==> src/rtl/clk_pkg.sv <==
// Shared constants and output bundles for the divided-clock generator.
// The default clock rates and the small simulation rates live here.
package clk_pkg;

  localparam int DEFAULT_CLK_HZ  = 100_000_000;
  localparam int DEFAULT_FAST_HZ = 500;
  localparam int SIM_CLK_HZ      = 16;
  localparam int SIM_FAST_HZ     = 4;

  // Outputs derived from the one-second chain; cleared together by clr.
  typedef struct packed {
    logic onehz_clock;
    logic twohz_clock;
    logic one_tick;
    logic two_tick;
  } slow_out_t;

  // Display-refresh outputs; only reset affects them.
  typedef struct packed {
    logic fast_clock;
    logic fast_tick;
  } fast_out_t;

  localparam slow_out_t SLOW_IDLE = '0;
  localparam fast_out_t FAST_IDLE = '0;

endpackage

==> src/rtl/mod_counter.sv <==
// Modulo-MOD up counter with synchronous clear and enable.
// wrap flags the terminal count so the caller can see the roll-over cycle.
module mod_counter
  import clk_pkg::*;
#(
  parameter int MOD = 4,
  localparam int W = (MOD > 1) ? $clog2(MOD) : 1
) (
  input  logic         clk,
  input  logic         rst,
  input  logic         clr,
  input  logic         en,
  output logic [W-1:0] count,
  output logic         wrap
);

  localparam logic [W-1:0] LAST = W'(MOD - 1);

  logic [W-1:0] count_d;
  logic [W-1:0] count_q;

  assign wrap  = (count_q == LAST);
  assign count = count_q;

  always_comb begin
    count_d = count_q;
    if (clr) begin
      count_d = '0;
    end else if (en) begin
      count_d = wrap ? '0 : count_q + 1'b1;
    end
  end

  always_ff @(posedge clk) begin
    if (rst) begin
      count_q <= '0;
    end else begin
      count_q <= count_d;
    end
  end

endmodule

==> src/rtl/clk_div_gen.sv <==
// Divides the board clock into 1 Hz / 2 Hz square waves with ticks and a display-refresh wave.
// Every output is a flop fed by the decode of the counter value present before the edge.
module clk_div_gen
  import clk_pkg::*;
#(
  parameter int CLK_HZ  = DEFAULT_CLK_HZ,
  parameter int FAST_HZ = DEFAULT_FAST_HZ
) (
  input  logic clk,
  input  logic rst,
  input  logic clr,
  output logic onehz_clock,
  output logic twohz_clock,
  output logic one_tick,
  output logic two_tick,
  output logic fast_clock,
  output logic fast_tick
);

  localparam int FDIV = CLK_HZ / FAST_HZ;
  localparam int SC_W = $clog2(CLK_HZ);
  localparam int FC_W = (FDIV > 1) ? $clog2(FDIV) : 1;

  localparam logic [SC_W-1:0] Q_C  = SC_W'(CLK_HZ / 4);
  localparam logic [SC_W-1:0] H_C  = SC_W'(CLK_HZ / 2);
  localparam logic [SC_W-1:0] HQ_C = SC_W'(CLK_HZ / 2 + CLK_HZ / 4);
  localparam logic [FC_W-1:0] FH_C = FC_W'(FDIV / 2);

  logic [SC_W-1:0] sc;
  logic [FC_W-1:0] fc;
  logic            sc_wrap;
  logic            fc_wrap;
  logic            unused_wraps;

  slow_out_t slow_d, slow_q;
  fast_out_t fast_d, fast_q;

  mod_counter #(.MOD(CLK_HZ)) u_sec_cnt (
    .clk   (clk),
    .rst   (rst),
    .clr   (clr),
    .en    (1'b1),
    .count (sc),
    .wrap  (sc_wrap)
  );

  // The refresh chain never restarts on clr so the display keeps scanning.
  mod_counter #(.MOD(FDIV)) u_fast_cnt (
    .clk   (clk),
    .rst   (rst),
    .clr   (1'b0),
    .en    (1'b1),
    .count (fc),
    .wrap  (fc_wrap)
  );

  assign unused_wraps = sc_wrap ^ fc_wrap;

  always_comb begin
    slow_d = SLOW_IDLE;
    if (!clr) begin
      slow_d.onehz_clock = (sc < H_C);
      // Both halves of the second start a 2 Hz high phase, keeping rising edges aligned with 1 Hz.
      slow_d.twohz_clock = (sc < Q_C) || ((sc >= H_C) && (sc < HQ_C));
      slow_d.one_tick    = (sc == '0);
      slow_d.two_tick    = (sc == '0) || (sc == H_C);
    end
    fast_d.fast_clock = (fc < FH_C);
    fast_d.fast_tick  = (fc == '0);
  end

  always_ff @(posedge clk) begin
    if (rst) begin
      slow_q <= SLOW_IDLE;
      fast_q <= FAST_IDLE;
    end else begin
      slow_q <= slow_d;
      fast_q <= fast_d;
    end
  end

  assign onehz_clock = slow_q.onehz_clock;
  assign twohz_clock = slow_q.twohz_clock;
  assign one_tick    = slow_q.one_tick;
  assign two_tick    = slow_q.two_tick;
  assign fast_clock  = fast_q.fast_clock;
  assign fast_tick   = fast_q.fast_tick;

endmodule
==> config.mk <==
export PLATFORM = sky130hd
export DESIGN_NAME = clk_div_gen
export DESIGN_NICKNAME = d
export VERILOG_FILES = /design/src/rtl/clk_pkg.sv /design/src/rtl/mod_counter.sv /design/src/rtl/clk_div_gen.sv
export SDC_FILE = /design/constraint.sdc
export NUM_CORES = 1
export LEC_CHECK = 0
export BUFFER_PORTS_ARGS = -buffer_cell sky130_fd_sc_hd__buf_2
export CORE_AREA = 2 2 74 76
export CTS_CLUSTER_DIAMETER = 100
export DETAILED_ROUTE_END_ITERATION = 10
export DIE_AREA = 0 0 76 78
export PLACE_DENSITY_LB_ADDON = 0.3
export SYNTH_ARGS = -nofsm -noshare
export SYNTH_HDL_FRONTEND = slang
export SYNTH_SLANG_ARGS = --single-unit
==> constraint.sdc <==
create_clock -name clk -period 2.5 [get_ports clk]
set_input_delay 0.5 -clock clk [delete_from_list [all_inputs] [get_ports clk]]
set_output_delay 0.5 -clock clk [all_outputs]
set_load 0.005 [all_outputs]
==> run summary, run 1 <==
status - finished, final reports clean
Final Hold Viols - 0
CTS Buf Count - 5
WP data arrival - 2080 ps
Post-Place Cells - 372
Synth Flop Type - dfxtp_1
Worst-Margin Slew - 555.2 ps
NumNets Final - 316
number of synthesized flops with an enable pin - 0
Yosys reg bits - 51
Synth area leaders - dfxtp_1 40%, nor2_1 7.3%, xor2_1 6.1%
global-route wire length before repair - 8825 µm
drt wl/cell - 13.23 µm
top layer used by detailed routing - met4
ANT nets after route - 0
RSZ-0062 raised after global routing - false
die height - 78 µm
gr usage total - 18.17%
Ant. Diodes - 0
vias per inst - 5.539
cell taking the most area after synthesis - dfxtp_1
post-route clock period utilization - 74.85%
PostCTS Resize Cnt - 0
IO Pins - 9
Pwr Density - 508.5 nW/µm²
layout cell share with drive strength beyond 1 - 10.00%
Slew Viols, Final - 0
number of core rows - 26
MaxCap Viol Count - 0
Clock Tree Root - clkbuf_8
Synth top area share - 39.65%
routed wl met2 - 2223 µm
worst hold path class - primary input to flop
H-tree Lvls - 2
Post-Synthesis Cells - 310
CTS Sinks - 51
DP Wirelength - 3603 µm
vias in the first global route - 1856
CP max FO - 11
Syn Area/Cell - 8.306 µm²
most common cell in the netlist - dfxtp_1
Distinct cells, synth - 45
Vias - 2105
clock buffer depth - 2
CP endpoint kind - flop
Skew-Pair Late Insertion Delay - 310 ps
largest net degree at the start of global routing - 17
Placer Congestion - 0.8763
DRC viols - 0
Fmax achieved - 534.4 MHz
startpoint types - flop
Rel. slew slack - 62.65%
Synth top cells by count - 51 x dfxtp_1, 50 x nor2_1, 23 x nand3_1
Worst VDD drop - 0.2499 mV
die area - 5928 µm²
Synth async-reset ratio - 0%
met1 wire length - 2388 µm
critical path class - flop to flop
yosys warns - 0
initial antenna violation count - 0
Area Growth Syn to Fin - 6.025%
# fillers - 478
core area - 5042 µm²
met3 wire length - 344 µm
Worst-path clk slew - 90 ps
Die X - 76 µm
drt total wl - 5028 µm
min Tclk post-route - 1871 ps
TNS Setup - 0 ps
first drt pass iteration count - 4
Leakage - 0.9179 nW
reg2reg setup slack - 630 ps
Port Buffer Count - 8
Power Total - 1.388 mW
Place WS - 657.9 ps
Hold WS - 408.3 ps
initial core utilization - 51.07%
Setup Viol. Count Final - 0
CTS tree - yes
Post-CTS Setup Bufs - 0
post-route insts no fill - 380
setup ws final - 628.7 ps
Syn Nets - 317
post-synth design cell area - 2575 µm²
post-synthesis sequential area ratio - 39.65%
Hold Buf Count CTS - 0
grt total ovfl - 0
data required time of the worst path - 2710 ps
Layout Skew - 5.912 ps
DR iter-0 viols - 217
final cells by class:
type	instances	area, µm²	share of cell area, %
multi-input combinational	230	1419	51.97
clock inverter	2	16.27	0.5958
clock buffer	6	82.58	3.025
inverter	9	33.78	1.237
tap	70	87.58	3.208
sequential	51	1021	37.40
timing repair buffer	12	70.07	2.566
worst max-delay path: stages, from the launching register on:
cell and delay (ps):
dfxtp_1 420, and3_1 240, nand4_1 480, nor4_2 430, xnor2_1 160, nor2_1 50
metal layers:
metal,global-route usage (%),vias up
li1,-,1075
met1,26.20,957
met2,26.88,67
met3,3.721,6
met4,6.545,0
met5,0,-
cells by family after synthesis:
group / count (synthesis) / synth area share, %
AND/OR/NAND/NOR: 159 / 33.53
XOR/XNOR: 35 / 11.90
AO/OA/AOI/OAI: 32 / 7.726
buffers and inverters: 29 / 5.247
flip-flops: 51 / 39.65
adder cells (fa/ha/maj): 4 / 1.944
registers in the layout (all words and copies together), names as in the netlist:
| signal | cells |
|---|---|
| fast_clock | 1 |
| fast_tick | 1 |
| one_tick | 1 |
| onehz_clock | 1 |
| two_tick | 1 |
| twohz_clock | 1 |
| u_fast_cnt.count | 18 |
| u_sec_cnt.count | 27 |
cells in the final DEF (no fill, tap or decap), types with 5 or more instances in the layout:
cell type  instances
buf_2              8
xor2_1            18
dfxtp_1           51
clkbuf_8           6
nor4_2             5
xnor2_1           17
or3_1              5
nand3_1           23
nand2_1           20
nor4_1             6
inv_1              9
o21ai_0            7
and4_1             6
a21oi_1           14
nor2_1            50
nand4_1           14
nor3_1            11
where the power goes:
group / total (mW) / internal, mW / switching, mW
Sequential: 0.831 / 0.823 / 0.00773
Combinational: 0.0533 / 0.0226 / 0.0307
Clock: 0.504 / 0.226 / 0.277
per-stage QoR:
step                instance area, µm²  utilization [%]
finish                            2730            54.14
global placement                  2631            52.18
global route                      2730            54.14
floorplan                         2575                -
CTS                               2730            54.14
detailed placement                2631            52.18
path summary, 6_finish.rpt:
kind / start / endpoint / cells after the start
worst max register to register: u_sec_cnt.count[2] / u_sec_cnt.count[23] / 5
worst max-delay path: u_sec_cnt.count[2] / u_sec_cnt.count[23] / 5
worst min register to register: u_fast_cnt.count[0] / u_fast_cnt.count[0] / 1
worst min-delay path: rst / fast_clock / 2
(Power assumes the default switching activity.)
==> run 2, diff against run 1 <==
==> constraint.sdc (replaced) <==
create_clock -name clk -period 1.65 [get_ports clk]
set_input_delay 0.33 -clock clk [delete_from_list [all_inputs] [get_ports clk]]
set_output_delay 0.33 -clock clk [all_outputs]
set_load 0.005 [all_outputs]
==> run summary, run 2 (same netlist as run 1, synthesis figures left out) <==
status - finished with violations
failing checks - setup timing
Pwr Density - 726.2 nW/µm²
Placement Cell Area - 2895 µm²
Worst Hold Launch - rst
Worst-path clk slew - 90 ps
CTS Buf Count - 5
Comb pwr share - 4.3%
Clock Tree Root - clkbuf_8
setup ws final - -2.201 ps
Die X - 76 µm
Vias - 2317
met3 wire length - 292 µm
Layout Skew - 4.227 ps
die area - 5928 µm²
Hold WS - 251.7 ps
drt total wl - 5992 µm
RSZ-0062 raised after global routing - true
Clock Power Share - 39.9%
CP max FO - 5
first drt pass iteration count - 4
Power Total - 2.257 mW
Crit-path slowest cell - or3_4
TNS Setup - -2.201 ps
vias in the first global route - 2113
Sw Ratio - 21.05%
ANT nets after route - 0
data required time of the worst path - 1890 ps
Fmax achieved - 605.3 MHz
DP Wirelength - 4276 µm
net switching power of the design - 0.4751 mW
Place WS - 45.50 ps
Hold Buf Count CTS - 0
worst hold path class - primary input to flop
Leakage - 1.158 nW
core area - 5042 µm²
top layer used by detailed routing - met4
gr usage total - 21.02%
Slew Viols, Final - 0
Final Instance Area - 3108 µm²
Worst VDD drop - 0.6987 mV
drt wl/cell - 14.44 µm
Rel. slew slack - 72.58%
Placer Congestion - 0.9192
Setup Viol. Count Final - 1
Area Growth Syn to Fin - 20.70%
min Tclk post-route - 1652 ps
crit-path max cell delay - 400 ps
IO Pins - 9
Final Hold Viols - 0
Ant. Diodes - 0
CTS Sinks - 51
register share of total power - 55.7%
max FFs per register - 27
commonest non-fill, non-tap cell in the layout - nor2_1
most frequent cells in the layout - 50 x nor2_1, 41 x dfxtp_1, 38 x buf_4
layout cell share with drive strength beyond 1 - 25.22%
CP cell instances - or3_4 -> o311ai_4 -> a21oi_1 -> a2111o_1 -> a21oi_2
H-tree Lvls - 2
clock buffer depth - 2
post-route clock period utilization - 100.1%
initial core utilization - 51.07%
initial antenna violation count - 0
number of core rows - 26
WP data arrival - 1900 ps
global-route wire length before repair - 10030 µm
largest net degree at the start of global routing - 18
CTS tree - yes
met1 wire length - 2790 µm
Skew-Pair Late Insertion Delay - 300 ps
CP startpoint - u_sec_cnt.count[10]
grt total ovfl - 0
DR iter-0 viols - 207
Pint - 1.782 mW
Worst-Margin Slew - 408.2 ps
Reg-to-Reg Start - u_sec_cnt.count[10]
MaxCap Viol Count - 0
Port Buffer Count - 8
CP endpoint kind - flop
NumNets Final - 351
die height - 78 µm
routed wl met2 - 2780 µm
DRC viols - 0
vias per inst - 5.583
startpoint types - flop
critical path class - flop to flop
run 2: cell types whose count changed in the layout (fill, tap and decap cells not counted), moves of 3 or more:
cell / previous run / this run
nor4_2: 5 / 2
dfxtp_1: 51 / 41
dfxtp_2: 0 / 10
buf_4: 4 / 38
nor4_4: 1 / 4
run 2: critical path, delay by kind of cell (launching register included):
family | cells | cell delay (ps)
AO/OA/AOI/OAI | 4 | 850
AND/OR/NAND/NOR | 1 | 400
flip-flops | 1 | 350
run 2: routing by layer:
layer	vias to the layer above	track usage, %
met3	12	3.488
met4	0	7.818
met1	1094	28.81
li1	1144	-
met2	67	33.48
met5	-	0
run 2: power groups by stage:
| stage | sequential, mW | clock (mW) | combinational (mW) |
|---|---|---|---|
| floorplan | 1.29 | 0 | 0.0496 |
| global placement | 1.29 | 0 | 0.0931 |
| detailed placement | 1.29 | 0 | 0.0952 |
| CTS | 1.26 | 0.921 | 0.0965 |
| global route | 1.26 | 0.973 | 0.110 |
| finish | 1.26 | 0.901 | 0.0976 |
run 2: per-stage QoR:
| stage | std cells | utilization, % |
|---|---|---|
| after floorplan | 310 | - |
| after global placement | 406 | 57.42 |
| after detailed placement | 406 | 57.42 |
| after CTS | 414 | 59.75 |
| after global routing | 415 | 61.64 |
| final | 415 | 61.64 |
run 2: final cells by class:
class                           count  area [µm²]
Clock buffer                        6       82.58
Inverter                            9       33.78
Fill cell                         433        1934
Sequential cell                    51        1033
Clock inverter                      2       35.03
Timing Repair Buffer               47       336.6
Multi-Input combinational cell    230        1499
Tap cell                           70       87.58
run 2: repair_timing:
item                       4_1_cts  5_1_grt
setup endpoints to repair        0       30
gates resized for setup          0       25
buffers inserted                 0        1
run 2: worst paths after layout:
kind | end | slack (ps) | depth (start not counted)
setup reg to reg | twohz_clock | -2 | 5
setup / recovery | twohz_clock | -2 | 5
hold reg to reg | u_fast_cnt.count[0] | 470 | 1
hold / removal | fast_clock | 250 | 2
